File: config.mk
export PLATFORM = sky130hd
export DESIGN_NAME = uart_tx_fifo
export DESIGN_NICKNAME = d
export VERILOG_FILES = /design/src/rtl/uart_tx_fifo.sv
export SDC_FILE = /design/constraint.sdc
export NUM_CORES = 1
export LEC_CHECK = 0
export CAP_MARGIN = 20
export CORE_MARGIN = 2
export CORE_UTILIZATION = 65
export CTS_CLUSTER_DIAMETER = 150
export DETAILED_ROUTE_END_ITERATION = 10
export PLACE_DENSITY = 0.81
export RECOVER_POWER = 100
export SLEW_MARGIN = 20
export SYNTH_ARGS = -nofsm -noshare
export SYNTH_HDL_FRONTEND = slang
export SYNTH_SLANG_ARGS = --single-unit
File: constraint.sdc
create_clock -name clk -period 12.33 [get_ports clk]
set_input_delay 1.233 -clock clk [delete_from_list [all_inputs] [get_ports clk]]
set_output_delay 1.233 -clock clk [all_outputs]
set_load 0.005 [all_outputs]
File: src/rtl/uart_tx_fifo.sv
// uart_tx_fifo: byte FIFO feeding a UART transmitter (8N1, or 8E1 when
// UART_TX_PARITY_EN is defined), LSB first, baud picked by brate_selection.
// Ports: clk, rst (async, active high), brate_selection (00=9600 01=19200
//        10=57600 11=115200), tx_data/tx_valid/tx_ready push side,
//        tx_out serial line (idle high), busy, fifo_count (bytes queued).
module uart_tx_fifo #(
  parameter int CLK_FREQ   = 100_000_000,
  parameter int FIFO_DEPTH = 16,
  parameter int FIFO_AW    = 4
) (
  input  logic               clk,
  input  logic               rst,
  input  logic [1:0]         brate_selection,
  input  logic [7:0]         tx_data,
  input  logic               tx_valid,
  output logic               tx_ready,
  output logic               tx_out,
  output logic               busy,
  output logic [FIFO_AW:0]   fifo_count
);

  localparam int BW = $clog2(CLK_FREQ / 9600 + 1);
  localparam logic [BW-1:0] DIV0 = BW'(CLK_FREQ / 9600);
  localparam logic [BW-1:0] DIV1 = BW'(CLK_FREQ / 19200);
  localparam logic [BW-1:0] DIV2 = BW'(CLK_FREQ / 57600);
  localparam logic [BW-1:0] DIV3 = BW'(CLK_FREQ / 115200);
  localparam logic [FIFO_AW:0] FULL = (FIFO_AW+1)'(FIFO_DEPTH);

`ifdef UART_TX_PARITY_EN
  typedef enum logic [2:0] {
    S_IDLE, S_START, S_DATA, S_PARITY, S_STOP
  } state_t;
`else
  typedef enum logic [1:0] {
    S_IDLE, S_START, S_DATA, S_STOP
  } state_t;
`endif

  state_t r_state, w_state_d;

  logic [7:0]         r_mem [FIFO_DEPTH];
  logic [FIFO_AW-1:0] r_wptr;
  logic [FIFO_AW-1:0] r_rptr;
  logic [FIFO_AW:0]   r_count;

  logic [BW-1:0] r_bcnt, w_bcnt_d;
  logic [BW-1:0] r_div, w_div_d;
  logic [BW-1:0] w_sel_div;
  logic [2:0]    r_bidx, w_bidx_d;
  logic [7:0]    r_shreg, w_shreg_d;
  logic          r_tx, w_tx_d;
`ifdef UART_TX_PARITY_EN
  logic          r_par, w_par_d;
`endif

  logic       w_push;
  logic       w_pop;
  logic       w_nempty;
  logic       w_bend;
  logic [7:0] w_head;

  assign w_nempty   = (r_count != '0);
  assign tx_ready   = (r_count != FULL);
  assign w_push     = tx_valid && tx_ready;
  assign w_head     = r_mem[r_rptr];
  assign w_bend     = (r_bcnt == r_div - BW'(1));
  assign tx_out     = r_tx;
  assign fifo_count = r_count;
  assign busy       = (r_state != S_IDLE) || w_nempty;

  always_comb begin
    w_sel_div = DIV0;
    case (brate_selection)
      2'b00:   w_sel_div = DIV0;
      2'b01:   w_sel_div = DIV1;
      2'b10:   w_sel_div = DIV2;
      default: w_sel_div = DIV3;
    endcase
  end

  always_comb begin
    w_state_d = r_state;
    w_bcnt_d  = r_bcnt + BW'(1);
    w_div_d   = r_div;
    w_bidx_d  = r_bidx;
    w_shreg_d = r_shreg;
`ifdef UART_TX_PARITY_EN
    w_par_d   = r_par;
`endif
    w_pop     = 1'b0;
    w_tx_d    = 1'b1;

    unique case (r_state)
      S_IDLE: begin
        w_bcnt_d = '0;
        w_pop    = w_nempty;
      end
      S_START: begin
        if (w_bend) begin
          w_bcnt_d  = '0;
          w_bidx_d  = '0;
          w_state_d = S_DATA;
        end
      end
      S_DATA: begin
        if (w_bend) begin
          w_bcnt_d  = '0;
          w_shreg_d = {1'b0, r_shreg[7:1]};
          w_bidx_d  = r_bidx + 3'd1;
          if (r_bidx == 3'd7) begin
`ifdef UART_TX_PARITY_EN
            w_state_d = S_PARITY;
`else
            w_state_d = S_STOP;
`endif
          end
        end
      end
`ifdef UART_TX_PARITY_EN
      S_PARITY: begin
        if (w_bend) begin
          w_bcnt_d  = '0;
          w_state_d = S_STOP;
        end
      end
`endif
      S_STOP: begin
        if (w_bend) begin
          w_bcnt_d  = '0;
          w_state_d = S_IDLE;
          w_pop     = w_nempty;
        end
      end
      default: begin
        w_bcnt_d  = '0;
        w_state_d = S_IDLE;
      end
    endcase

    // A pop always starts a new frame; the rate is frozen here.
    if (w_pop) begin
      w_state_d = S_START;
      w_bcnt_d  = '0;
      w_div_d   = w_sel_div;
      w_shreg_d = w_head;
`ifdef UART_TX_PARITY_EN
      w_par_d   = ^w_head;
`endif
    end

    // Line level is taken from the next state so tx_out is a flop.
    case (w_state_d)
      S_START: w_tx_d = 1'b0;
      S_DATA:  w_tx_d = w_shreg_d[0];
`ifdef UART_TX_PARITY_EN
      S_PARITY: w_tx_d = w_par_d;
`endif
      default: w_tx_d = 1'b1;
    endcase
  end

  always_ff @(posedge clk or posedge rst) begin
    if (rst) begin
      r_state <= S_IDLE;
      r_bcnt  <= '0;
      r_div   <= '0;
      r_bidx  <= '0;
      r_shreg <= '0;
      r_tx    <= 1'b1;
`ifdef UART_TX_PARITY_EN
      r_par   <= 1'b0;
`endif
    end else begin
      r_state <= w_state_d;
      r_bcnt  <= w_bcnt_d;
      r_div   <= w_div_d;
      r_bidx  <= w_bidx_d;
      r_shreg <= w_shreg_d;
      r_tx    <= w_tx_d;
`ifdef UART_TX_PARITY_EN
      r_par   <= w_par_d;
`endif
    end
  end

  always_ff @(posedge clk) begin
    if (w_push) r_mem[r_wptr] <= tx_data;
  end

  always_ff @(posedge clk or posedge rst) begin
    if (rst) begin
      r_wptr  <= '0;
      r_rptr  <= '0;
      r_count <= '0;
    end else begin
      if (w_push) r_wptr <= r_wptr + FIFO_AW'(1);
      if (w_pop)  r_rptr <= r_rptr + FIFO_AW'(1);
      case ({w_push, w_pop})
        2'b10:   r_count <= r_count + (FIFO_AW+1)'(1);
        2'b01:   r_count <= r_count - (FIFO_AW+1)'(1);
        default: r_count <= r_count;
      endcase
    end
  end

endmodule

==> metrics.md, run 1 <==
| Metric | Value |
|---|---|
| Outcome | `finished, violations left` |
| Failing checks | `capacitance limit, slew limit` |
| Busiest metal layer after global routing | `met2` |
| Fmax | `199 MHz` |
| Seq/Total Area, Yosys | `0.642` |
| I/O Buffers | `20` |
| Crit path DAT | `5.34 ns` |
| Die Wd | `115 um` |
| Startpoint Class | `flop` |
| Proportion of layout cells with a drive suffix above 1 | `0.104` |
| Buf/Inv on CP | `2` |
| RSZ-0062 raised after global routing | `false` |
| Hold slack | `0.502 ns` |
| Syn_nets | `602` |
| Antenna violations before repair | `0` |
| Placeable Area | `12000 um^2` |
| Vias per inst | `6.32` |
| I/O pins | `21` |
| CTS H-tree lvls | `4` |
| GRT overflow | `0` |
| Final min period | `5.02 ns` |
| CTS tree | `built` |
| Hold-fix buffers at CTS | `0` |
| Worst relative slew slack | `-0.461` |
| Final GP Congestion | `0.857` |
| LEAKAGE | `3.28 nW` |
| Clock buffer count from CTS | `17` |
| Critical-path maximum fanout | `28` |
| Syn. warnings | `0` |
| CP Data Required Time | `12.65 ns` |
| Crit end category | `flop` |
| Starting Density | `0.664` |
| Worst hold path stage count | `1` |
| Commonest non-fill, non-tap cell in the layout | `edfxtp_1` |
| Setup_tns | `0 ns` |
| Max_cap viols | `1` |
| Period utilisation layout | `0.407` |
| Routed wire length per instance | `21.3 um` |
| Clock latency at the later pin of the worst-skew pair | `0.43 ns` |
| Critical path depth | `18` |
| 1st-iter DRT viols | `493` |
| Core Rows | `40` |
| Synth cell types | `56` |
| EDFF count, synth | `128` |
| DRC errors left | `0` |
| Top_reg_cell synth | `edfxtp_1` |
| Endpoints failing hold | `0` |
| Post-Syn Area | `7940 um^2` |
| Dpl cells | `714` |
| Clk slew on worst S/H paths | `0.07 ns` |
| Antenna viol nets, final | `0` |
| CP delay by family, top | `simple AND/OR/NAND/NOR gates` |
| CTS Buffer Depth | `2` |
| DIE HEIGHT | `115 um` |
| Critical Path Max Stage Delay | `0.57 ns` |
| Pin count of the biggest net entering global routing | `51` |
| Nets@finish | `623` |
| CP cell instances | `inv_1 > ha_1 > nor2b_1 > nand2_1 > o21ai_0 > nand4_2 > o41ai_1 > nand2_1 > inv_1 > ha_1 > xor2_1 > ha_1 > o21ai_0 > a21oi_1 > a21oi_1 > xor2_1 > nor2_1 > xor2_1` |
| Placed cell area | `8270 um^2` |
| Post-CTS Setup Bufs | `0` |
| Fin cells | `746` |
| Path depth of the worst reg2reg path | `18` |
| Most frequent cells in the layout | `edfxtp_1, nor2_1, dfrtp_1` |
| Sink Count | `178` |
| Worst-Margin Slew | `2.18 ns` |
| DP HPWL | `10.5 mm` |
| Clock skew | `0.0110 ns` |
| Post-CTS resize count | `0` |
| WL final | `15.9 mm` |
| DR pass1 iterations | `5` |
| GR Util All Layers | `0.262` |
| Max-slew violations | `51` |
| Final Cell Area | `8850 um^2` |
| CTS Root Cell | `clkbuf_16` |
| First-pass GRT wire length | `25.0 mm` |
| Met1 usage | `0.337` |
| Min-delay worst type | `flop to flop` |
| Met3 Use GR | `0.0598` |
| VDD IR max | `0.147 mV` |
| Die area | `13100 um^2` |
| Synth Area per Inst | `14.1 um^2` |
| Worst slack at placement | `7.31 ns` |
| Critical path class | `flop to flop` |
| Final setup violation count | `0` |
| PD cells | `233 nW/um^2` |
| Vias in the first global route | `4657` |
| Slowest CP cell | `inv_1` |
| Area growth syn-to-layout | `11.4%` |
| Vias | `4715` |
| Synth Instances | `565` |
| Worst setup margin | `7.31 ns` |
| ANT cells | `0` |
| Asr flop ratio synth | `0.281` |
| GR Util met2 | `0.445` |
| Flops & latches, synth | `178` |
[state kept, by name, summed over array words and instances (netlist names)]
signal	count
fifo_count	5
r_bcnt	14
r_bidx	3
r_div	9
r_mem	128
r_rptr	4
r_shreg	8
r_state	2
r_wptr	4
tx_out	1
[where the power goes]
part           switching [mW]  internal [mW]
clock                   0.227          0.322
combinational           0.395          0.280
sequential             0.0930          0.749
total                   0.715           1.35
[stage by stage]
stage / utilization / total power [mW]
floorplan: - / 1.33
global placement: 0.691 / 1.50
detailed placement: 0.691 / 1.53
CTS: 0.742 / 2.08
global route: 0.740 / 2.17
finish: 0.740 / 2.07
[synthesized netlist by cell type, types with 2 or more instances]
master / instances / share of area
clkbuf_1: 13 / 0.0061
or4_1: 2 / 0.0019
o31ai_1: 2 / 0.0019
nor3_2: 2 / 0.0025
buf_1: 6 / 0.0028
inv_1: 22 / 0.010
nand4_1: 4 / 0.0032
mux2_2: 2 / 0.0028
nor2_1: 53 / 0.025
mux2i_1: 37 / 0.047
edfxtp_1: 128 / 0.48
nand3_1: 11 / 0.0069
ha_1: 24 / 0.038
nand2_1: 45 / 0.021
o22ai_1: 7 / 0.0055
buf_2: 3 / 0.0019
nand2b_1: 5 / 0.0039
nor4_1: 3 / 0.0024
a21oi_1: 19 / 0.012
and2_1: 2 / 0.0016
nor2b_1: 3 / 0.0024
mux4_2: 19 / 0.054
nor3_1: 8 / 0.0050
o221ai_1: 15 / 0.017
xnor2_1: 17 / 0.019
xor2_1: 19 / 0.021
a32o_1: 2 / 0.0025
dfrtp_1: 49 / 0.15
o21ai_0: 16 / 0.010
[area by class of cell]
type,count,area [um^2]
repair buffers,26,230
clock buffers,18,429
multi-input cells,340,2640
fillers,754,3110
inverters,23,87.6
flip-flops and latches,178,5100
clock inverters,14,176
well taps,147,184
[worst paths after layout]
| kind | start | to | slack [ns] |
|---|---|---|---|
| setup / recovery | r_div[8] | fifo_count[4] | 7.31 |
| hold / removal | r_bcnt[0] | r_bcnt[0] | 0.50 |
| setup reg to reg | r_div[8] | fifo_count[4] | 7.31 |
| hold reg to reg | r_bcnt[0] | r_bcnt[0] | 0.50 |
| max in group asynchronous | rst | r_rptr[0] | 9.41 |
| min in group asynchronous | rst | r_bidx[1] | 1.82 |
[kinds of logic after synthesis]
group / share of synthesized area
compound gates: 0.0709
xor+xnor: 0.0397
fa+ha+maj: 0.0378
buf+inv: 0.0241
flops: 0.642
mux: 0.103
simple gates: 0.0825
[per-layer routing]
| layer | vias to the layer above | routed length [um] |
|---|---|---|
| li1 | 2146 | - |
| met1 | 2387 | 6540 |
| met2 | 154 | 8280 |
| met3 | 28 | 804 |
| met4 | 0 | 292 |
| met5 | - | 0 |
No activity file was read; power rests on OpenSTA's default activity.
==> run 2: changes to the inputs <==
--- a/config.mk
+++ b/config.mk
@@ -7,10 +7,10 @@
 export LEC_CHECK = 0
 export CAP_MARGIN = 20
 export CORE_MARGIN = 2
-export CORE_UTILIZATION = 65
+export CORE_UTILIZATION = 56
 export CTS_CLUSTER_DIAMETER = 150
 export DETAILED_ROUTE_END_ITERATION = 10
-export PLACE_DENSITY = 0.81
+export PLACE_DENSITY = 0.74
 export RECOVER_POWER = 100
 export SLEW_MARGIN = 20
 export SYNTH_ARGS = -nofsm -noshare
==> constraint.sdc (replaced) <==
create_clock -name clk -period 4.19 [get_ports clk]
set_input_delay 0.419 -clock clk [delete_from_list [all_inputs] [get_ports clk]]
set_output_delay 0.419 -clock clk [all_outputs]
set_load 0.005 [all_outputs]
==> metrics.md, run 2 (synthesized netlist as in run 1, its figures left out) <==
| Metric | Value |
|---|---|
| Net Sw Frac | `0.355 (+0.00836)` |
| Die area | `15200 um^2 (+15%)` |
| Critical-path maximum fanout | `9 (-68%)` |
| CTS tree | `built` |
| CTS Root Cell | `clkbuf_16` |
| R2R Setup Slk | `0.29 ns (-7.02 ns)` |
| Clock Power Share | `0.248 (-0.018)` |
| Antenna viol nets, final | `0 (unchanged)` |
| Vias | `4603 (-2.4%)` |
| Core Rows | `43 (+7.5%)` |
| Post-CTS Setup Bufs | `0 (unchanged)` |
| Setup_tns | `0 ns (unchanged)` |
| Vias in the first global route | `4588 (-1.5%)` |
| Clock latency at the later pin of the worst-skew pair | `0.43 ns (about the same)` |
| Placed cell area | `8340 um^2 (+0.86%)` |
| CP Data Required Time | `4.50 ns (-8.15 ns)` |
| Reg with most FFs | `r_mem` |
| Dpl cells | `751 (+5.2%)` |
| Final setup violation count | `0 (unchanged)` |
| Worst slack at placement | `0.301 ns (-7.01 ns)` |
| CTS Buffer Depth | `2 (unchanged)` |
| Area growth syn-to-layout | `11.5% (about the same)` |
| Met3 wire length | `824 um (+2.5%)` |
| DIE HEIGHT | `123 um (+7.5%)` |
| Crit path DAT | `4.21 ns (-1.13 ns)` |
| Switching pwr | `2.09 mW (+190%)` |
| Antenna violations before repair | `0 (unchanged)` |
| Max-slew violations | `44 (-14%)` |
| DR pass1 iterations | `4 (-1)` |
| VDD IR max | `0.430 mV (+190%)` |
| Die Wd | `123 um (+7.5%)` |
| Worst-Margin Slew | `2.29 ns (+0.108 ns)` |
| Endpoints failing hold | `0 (unchanged)` |
| I/O Buffers | `20 (unchanged)` |
| Startpoint Class | `flop` |
| Pin count of the biggest net entering global routing | `44 (-14%)` |
| Hold-fix buffers at CTS | `0 (unchanged)` |
| Placeable Area | `13900 um^2 (+16%)` |
| Vias per inst | `5.89 (-6.9%)` |
| Logic pwr share | `0.335 (+0.008)` |
| Critical path class | `flop to flop` |
| Worst setup margin | `0.292 ns (-7.02 ns)` |
| RSZ-0062 raised after global routing | `false` |
| Fill cells | `1019 (+35%)` |
| Final min period | `3.90 ns (-1.12 ns)` |
| Final Cell Area | `8850 um^2 (about the same)` |
| Period utilisation layout | `0.930 (+0.523)` |
| Max_cap viols | `1 (unchanged)` |
| Crit end category | `flop` |
| Commonest non-fill, non-tap cell in the layout | `edfxtp_1` |
| Routed wire length per instance | `19.5 um (-8.7%)` |
| Fin cells | `782 (+4.8%)` |
| Largest registers | `r_mem (128), r_bcnt (14), r_div (9)` |
| DRC errors left | `0 (unchanged)` |
| Failing checks | `capacitance limit, slew limit` |
| Nets@finish | `627 (+0.64%)` |
| Fmax | `257 MHz (+29%)` |
| GRT overflow | `0 (unchanged)` |
| Clk slew on worst S/H paths | `0.07 ns (about the same)` |
| Outcome | `finished, violations left` |
| Clock buffer count from CTS | `17 (unchanged)` |
| WL final | `15.2 mm (-4.3%)` |
| P_int | `3.81 mW (+180%)` |
| Sink Count | `178 (unchanged)` |
| Most frequent cells in the layout | `edfxtp_1, nor2_1, dfrtp_1` |
| Met2 wire length | `7.31 mm (-12%)` |
| GR Util All Layers | `0.218 (-0.0434)` |
| 1st-iter DRT viols | `451 (-8.5%)` |
| PD cells | `667 nW/um^2 (+190%)` |
| ANT cells | `0 (unchanged)` |
| Worst relative slew slack | `-0.525 (-0.0639)` |
| Proportion of layout cells with a drive suffix above 1 | `0.108 (+0.00447)` |
| Metal-1 WL | `6.95 mm (+6.3%)` |
| I/O pins | `21 (unchanged)` |
| Post-layout util | `0.638 (-0.102)` |
| Min-delay worst type | `primary input to asynchronous set/reset pin` |
| DP HPWL | `10.1 mm (-4.1%)` |
| Starting Density | `0.572 (-0.0918)` |
| Final GP Congestion | `0.932 (+8.7%)` |
| First-pass GRT wire length | `24.4 mm (-2.3%)` |
| LEAKAGE | `3.27 nW (-0.39%)` |
| Top sig layer | `met4` |
| Sequential Power Share | `0.417 (+0.010)` |
| Max reg flops | `128 (unchanged)` |
| CTS H-tree lvls | `4 (unchanged)` |
| Clock skew | `0.00984 ns (-0.00116 ns)` |
-- run 2: per-layer routing --
metal  GRT usage  vias to the layer above
li1            -                     2167
met1       0.314                     2303
met2       0.339                      123
met3      0.0461                       10
met4      0.0682                        0
met5           0                        -
-- run 2: power groups by stage --
stage | combinational (mW) | clock [mW] | sequential (mW)
after floorplan | 1.54 | 0 | 2.38
after CTS | 2.02 | 1.49 | 2.46
after global routing | 2.19 | 1.56 | 2.49
final | 1.98 | 1.46 | 2.46
after detailed placement | 2.01 | 0 | 2.49
after global placement | 1.96 | 0 | 2.47
-- run 2: worst paths after layout --
path / from / to / cells past startpoint
worst max-delay path: r_div[8] / fifo_count[4] / 18
worst min-delay path: rst / fifo_count[2] / 2
worst max register to register: r_div[8] / fifo_count[4] / 18
worst min register to register: r_bcnt[0] / r_bcnt[0] / 1
max in group asynchronous: rst / r_rptr[0] / 3
min in group clk: r_bcnt[0] / r_bcnt[0] / 1
-- run 2: cell type report --
cell class,instances,area (um^2),area share
flip-flops and latches,178,5100,0.576
well taps,180,225,0.0254
clock buffers,17,425,0.0480
repair buffers,30,253,0.0285
multi-input cells,340,2650,0.299
inverters,23,86.3,0.00975
clock inverters,14,118,0.0133
-- run 2: stage by stage --
stage | hold WS [ns] | power (mW)
2_1_floorplan | 0.455 | 3.93
3_3_place_gp | 0.477 | 4.43
3_5_place_dp | 0.491 | 4.50
4_1_cts | 0.187 | 5.97
5_1_grt | 0.417 | 6.24
6_report | 0.370 | 5.91
-- run 2: critical path: stages, from the launching register on --
cell	delay [ns]
dfrtp_1	0.51
inv_1	0.15
ha_2	0.34
xor2_1	0.19
nand3_1	0.16
a2111oi_4	0.30
nand4_2	0.17
o41ai_1	0.36
nand2_1	0.13
inv_1	0.09
ha_2	0.28
xor2_1	0.10
ha_1	0.21
o21ai_0	0.15
a21oi_1	0.08
a21oi_1	0.19
xor2_1	0.18
nor2_1	0.07
xor2_1	0.14
-- run 2: timing repair --
| action | in CTS | in global routing |
|---|---|---|
| resized for setup | 0 | 2 |
| endpoints found under the hold margin | 0 | 0 |
| setup endpoints to repair | 0 | 1 |
==> patch, RTL diff (settings of run 2) <==
`r_shreg` no longer has a reset.
--- a/src/rtl/uart_tx_fifo.sv
+++ b/src/rtl/uart_tx_fifo.sv
@@ -165,7 +165,6 @@
       r_bcnt  <= '0;
       r_div   <= '0;
       r_bidx  <= '0;
-      r_shreg <= '0;
       r_tx    <= 1'b1;
 `ifdef UART_TX_PARITY_EN
       r_par   <= 1'b0;
@@ -175,12 +174,15 @@
       r_bcnt  <= w_bcnt_d;
       r_div   <= w_div_d;
       r_bidx  <= w_bidx_d;
-      r_shreg <= w_shreg_d;
       r_tx    <= w_tx_d;
 `ifdef UART_TX_PARITY_EN
       r_par   <= w_par_d;
 `endif
     end
+  end
+
+  always_ff @(posedge clk) begin
+    r_shreg <= w_shreg_d;
   end
 
   always_ff @(posedge clk) begin
Formal check against the unedited RTL: no difference found for any inputs over 10 cycles, from zero or initial values and one cycle with rst high; that may be too few to reach the edited logic, so the function may still have changed.
==> patch against run 2 <==
- the run still ends with capacitance limit, slew limit left
- final area barely moved
- non-clock buffer count is 1 lower
- sequential cell count unchanged
- combinational power is 13% lower
- area after synthesis down 0.30%
- routed wire length up 1.8%
- setup slack got worse by 17 ps
- sequential power rose by 4%
- sequential share of layout area up 0.31 points
- power shrank 1.9%
- utilization up 0.28 points
==> patch: results (changes against run 2) <==
- Synth async-reset ratio: 23.6% (-4.5 points)
- Failing checks: capacitance limit, slew limit
- Drt first pass iters: 5 (+1)
- Final Max Slew Viols: 43 (-2.3%)
- Number of max-cap violations: 1 (unchanged)
- PortBufs: 20 (unchanged)
- Crit Reg-Reg Startpoint: r_div[4]
- Hold Path Depth: 1
- HP Class: flop to flop
- Final HPWL DP: 10300 um (+2.3%)
- Largest net degree at the start of global routing: 43 (-2.3%)
- Crit path max fanout: 8 (-1)
- Lkg Pwr: 3.20 nW (-2.1%)
- Global routing's busiest layer: met2
- Layout Skew: 8.47 ps (-1.37 ps)
- Post-DR vias/cell: 5.96 (+1.2%)
- DRT iter0 DRCs: 370 (-18%)
- First-pass GRT wire length: 24500 um (+0.31%)
- Met3 GRT Util: 5.26% (+0.65 points)
- CP max-delay cell: or4_1
- Layout Nets: 620 (-1.1%)
- Status: complete, but fails checks
- Synth unique cells: 51 (-8.9%)
- Number of synthesized flops with an enable pin: 135 (+5.5%)
- Clock latency on the worst-skew pair: 430 ps (about the same)
- Syn Nets: 600 (-0.33%)
- Top FF cell, synth: edfxtp_1
- Worst path arrival time: 4220 ps (about the same)
- CTS buffer count: 17 (unchanged)
- Register area share after synthesis: 64.7% (+0.57 points)
- Reg2Reg Depth: 15 (-3)
- Largest cells by area after synthesis: edfxtp_1, dfrtp_1, mux4_2, mux2i_1, ha_1
- Largest regs: r_mem x128, r_bcnt x14, r_div x9
- Worst rel slew slack: -51.0% (+1.5 points)
- Share of layout cells above drive strength 1: 10.1% (-0.73 points)
- Bufs on Longest Clock Path: 2 (unchanged)
- Most instantiated cells after synthesis: edfxtp_1, nand2_1, nor2_1
- Worst setup path startpoint: r_div[4]
- WL/cell: 20.0 um (+2.6%)
- GRT Util Overall: 22.5% (+0.61 points)
- DP Area: 8300 um^2 (-0.53%)
- Vias in the first global route: 4576 (-0.26%)
- Met2 GRT Util: 37.6% (+3.7 points)
- VDD IR max: 0.414 mV (-3.8%)
- Gp weighted congestion: 0.899 (-3.5%)
- Fill count: 1003 (-1.6%)
- M1 GR Usage: 28.7% (-2.6 points)
- Crit path largest cell delay: 570 ps (+60 ps)
- Initial antenna violation count: 0 (unchanged)
- Reg2Reg Setup Slack: 280 ps (-20 ps)
==> patch: per-layer routing <==
metal	part of all wire (%)	vias to the layer above
met5	0	-
met4	2.0	0
met3	5.2	29
met2	52	144
met1	41	2319
li1	-	2131
==> patch: power by group <==
group / internal, mW / leakage, nW / switching, mW / total [mW]
clock network: 0.825 / 0.263 / 0.679 / 1.50
registers: 2.21 / 1.77 / 0.350 / 2.56
logic: 0.773 / 1.17 / 0.959 / 1.73
total: 3.81 / 3.20 / 1.99 / 5.79
==> patch: worst min-delay path by stage <==
stage                   start  slack (ps)         to
global route        r_bcnt[0]         520  r_bcnt[0]
CTS                       rst         420  r_wptr[3]
global placement    r_bcnt[0]         470  r_bcnt[0]
finish              r_bcnt[0]         480  r_bcnt[0]
detailed placement  r_bcnt[0]         470  r_bcnt[0]
floorplan           r_bcnt[0]         450  r_bcnt[0]
==> patch: logic make-up after synthesis <==
family                   count (synthesis)  share of synthesized area (%)
AO/OA/AOI/OAI                           78                           6.72
adder cells (fa/ha/maj)                 24                           3.79
AND/OR/NAND/NOR                        145                           8.39
buffers and inverters                   48                           2.53
XOR/XNOR                                37                           4.09
multiplexers                            53                           9.75
flip-flops                             178                           64.7
==> patch: critical path, delay by kind of cell (launching register included) <==
| kind | cells | cell delay (ps) |
|---|---|---|
| AO/OA/AOI/OAI | 7 | 1500 |
| adder cells (fa/ha/maj) | 2 | 450 |
| XOR/XNOR | 3 | 410 |
| AND/OR/NAND/NOR | 3 | 960 |
| flip-flops | 1 | 470 |
==> patch: through the flow <==
stage | hold WS, ps | utilization [%] | setup WS (ps) | cells
floorplan | 455 | - | 27.6 | 563
global placement | 470 | 60.0 | 524 | 744
detailed placement | 474 | 60.0 | 191 | 744
CTS | 425 | 64.0 | 153 | 776
global route | 520 | 64.1 | 20.0 | 776
finish | 482 | 64.1 | 276 | 776
==> patch: final cells by class <==
class | instances | area share, %
Clock buffer | 18 | 4.85
Clock inverter | 14 | 1.47
Inverter | 20 | 0.848
Multi-Input combinational cell | 337 | 29.6
Sequential cell | 178 | 57.9
Tap cell | 180 | 2.54
Timing Repair Buffer | 29 | 2.85
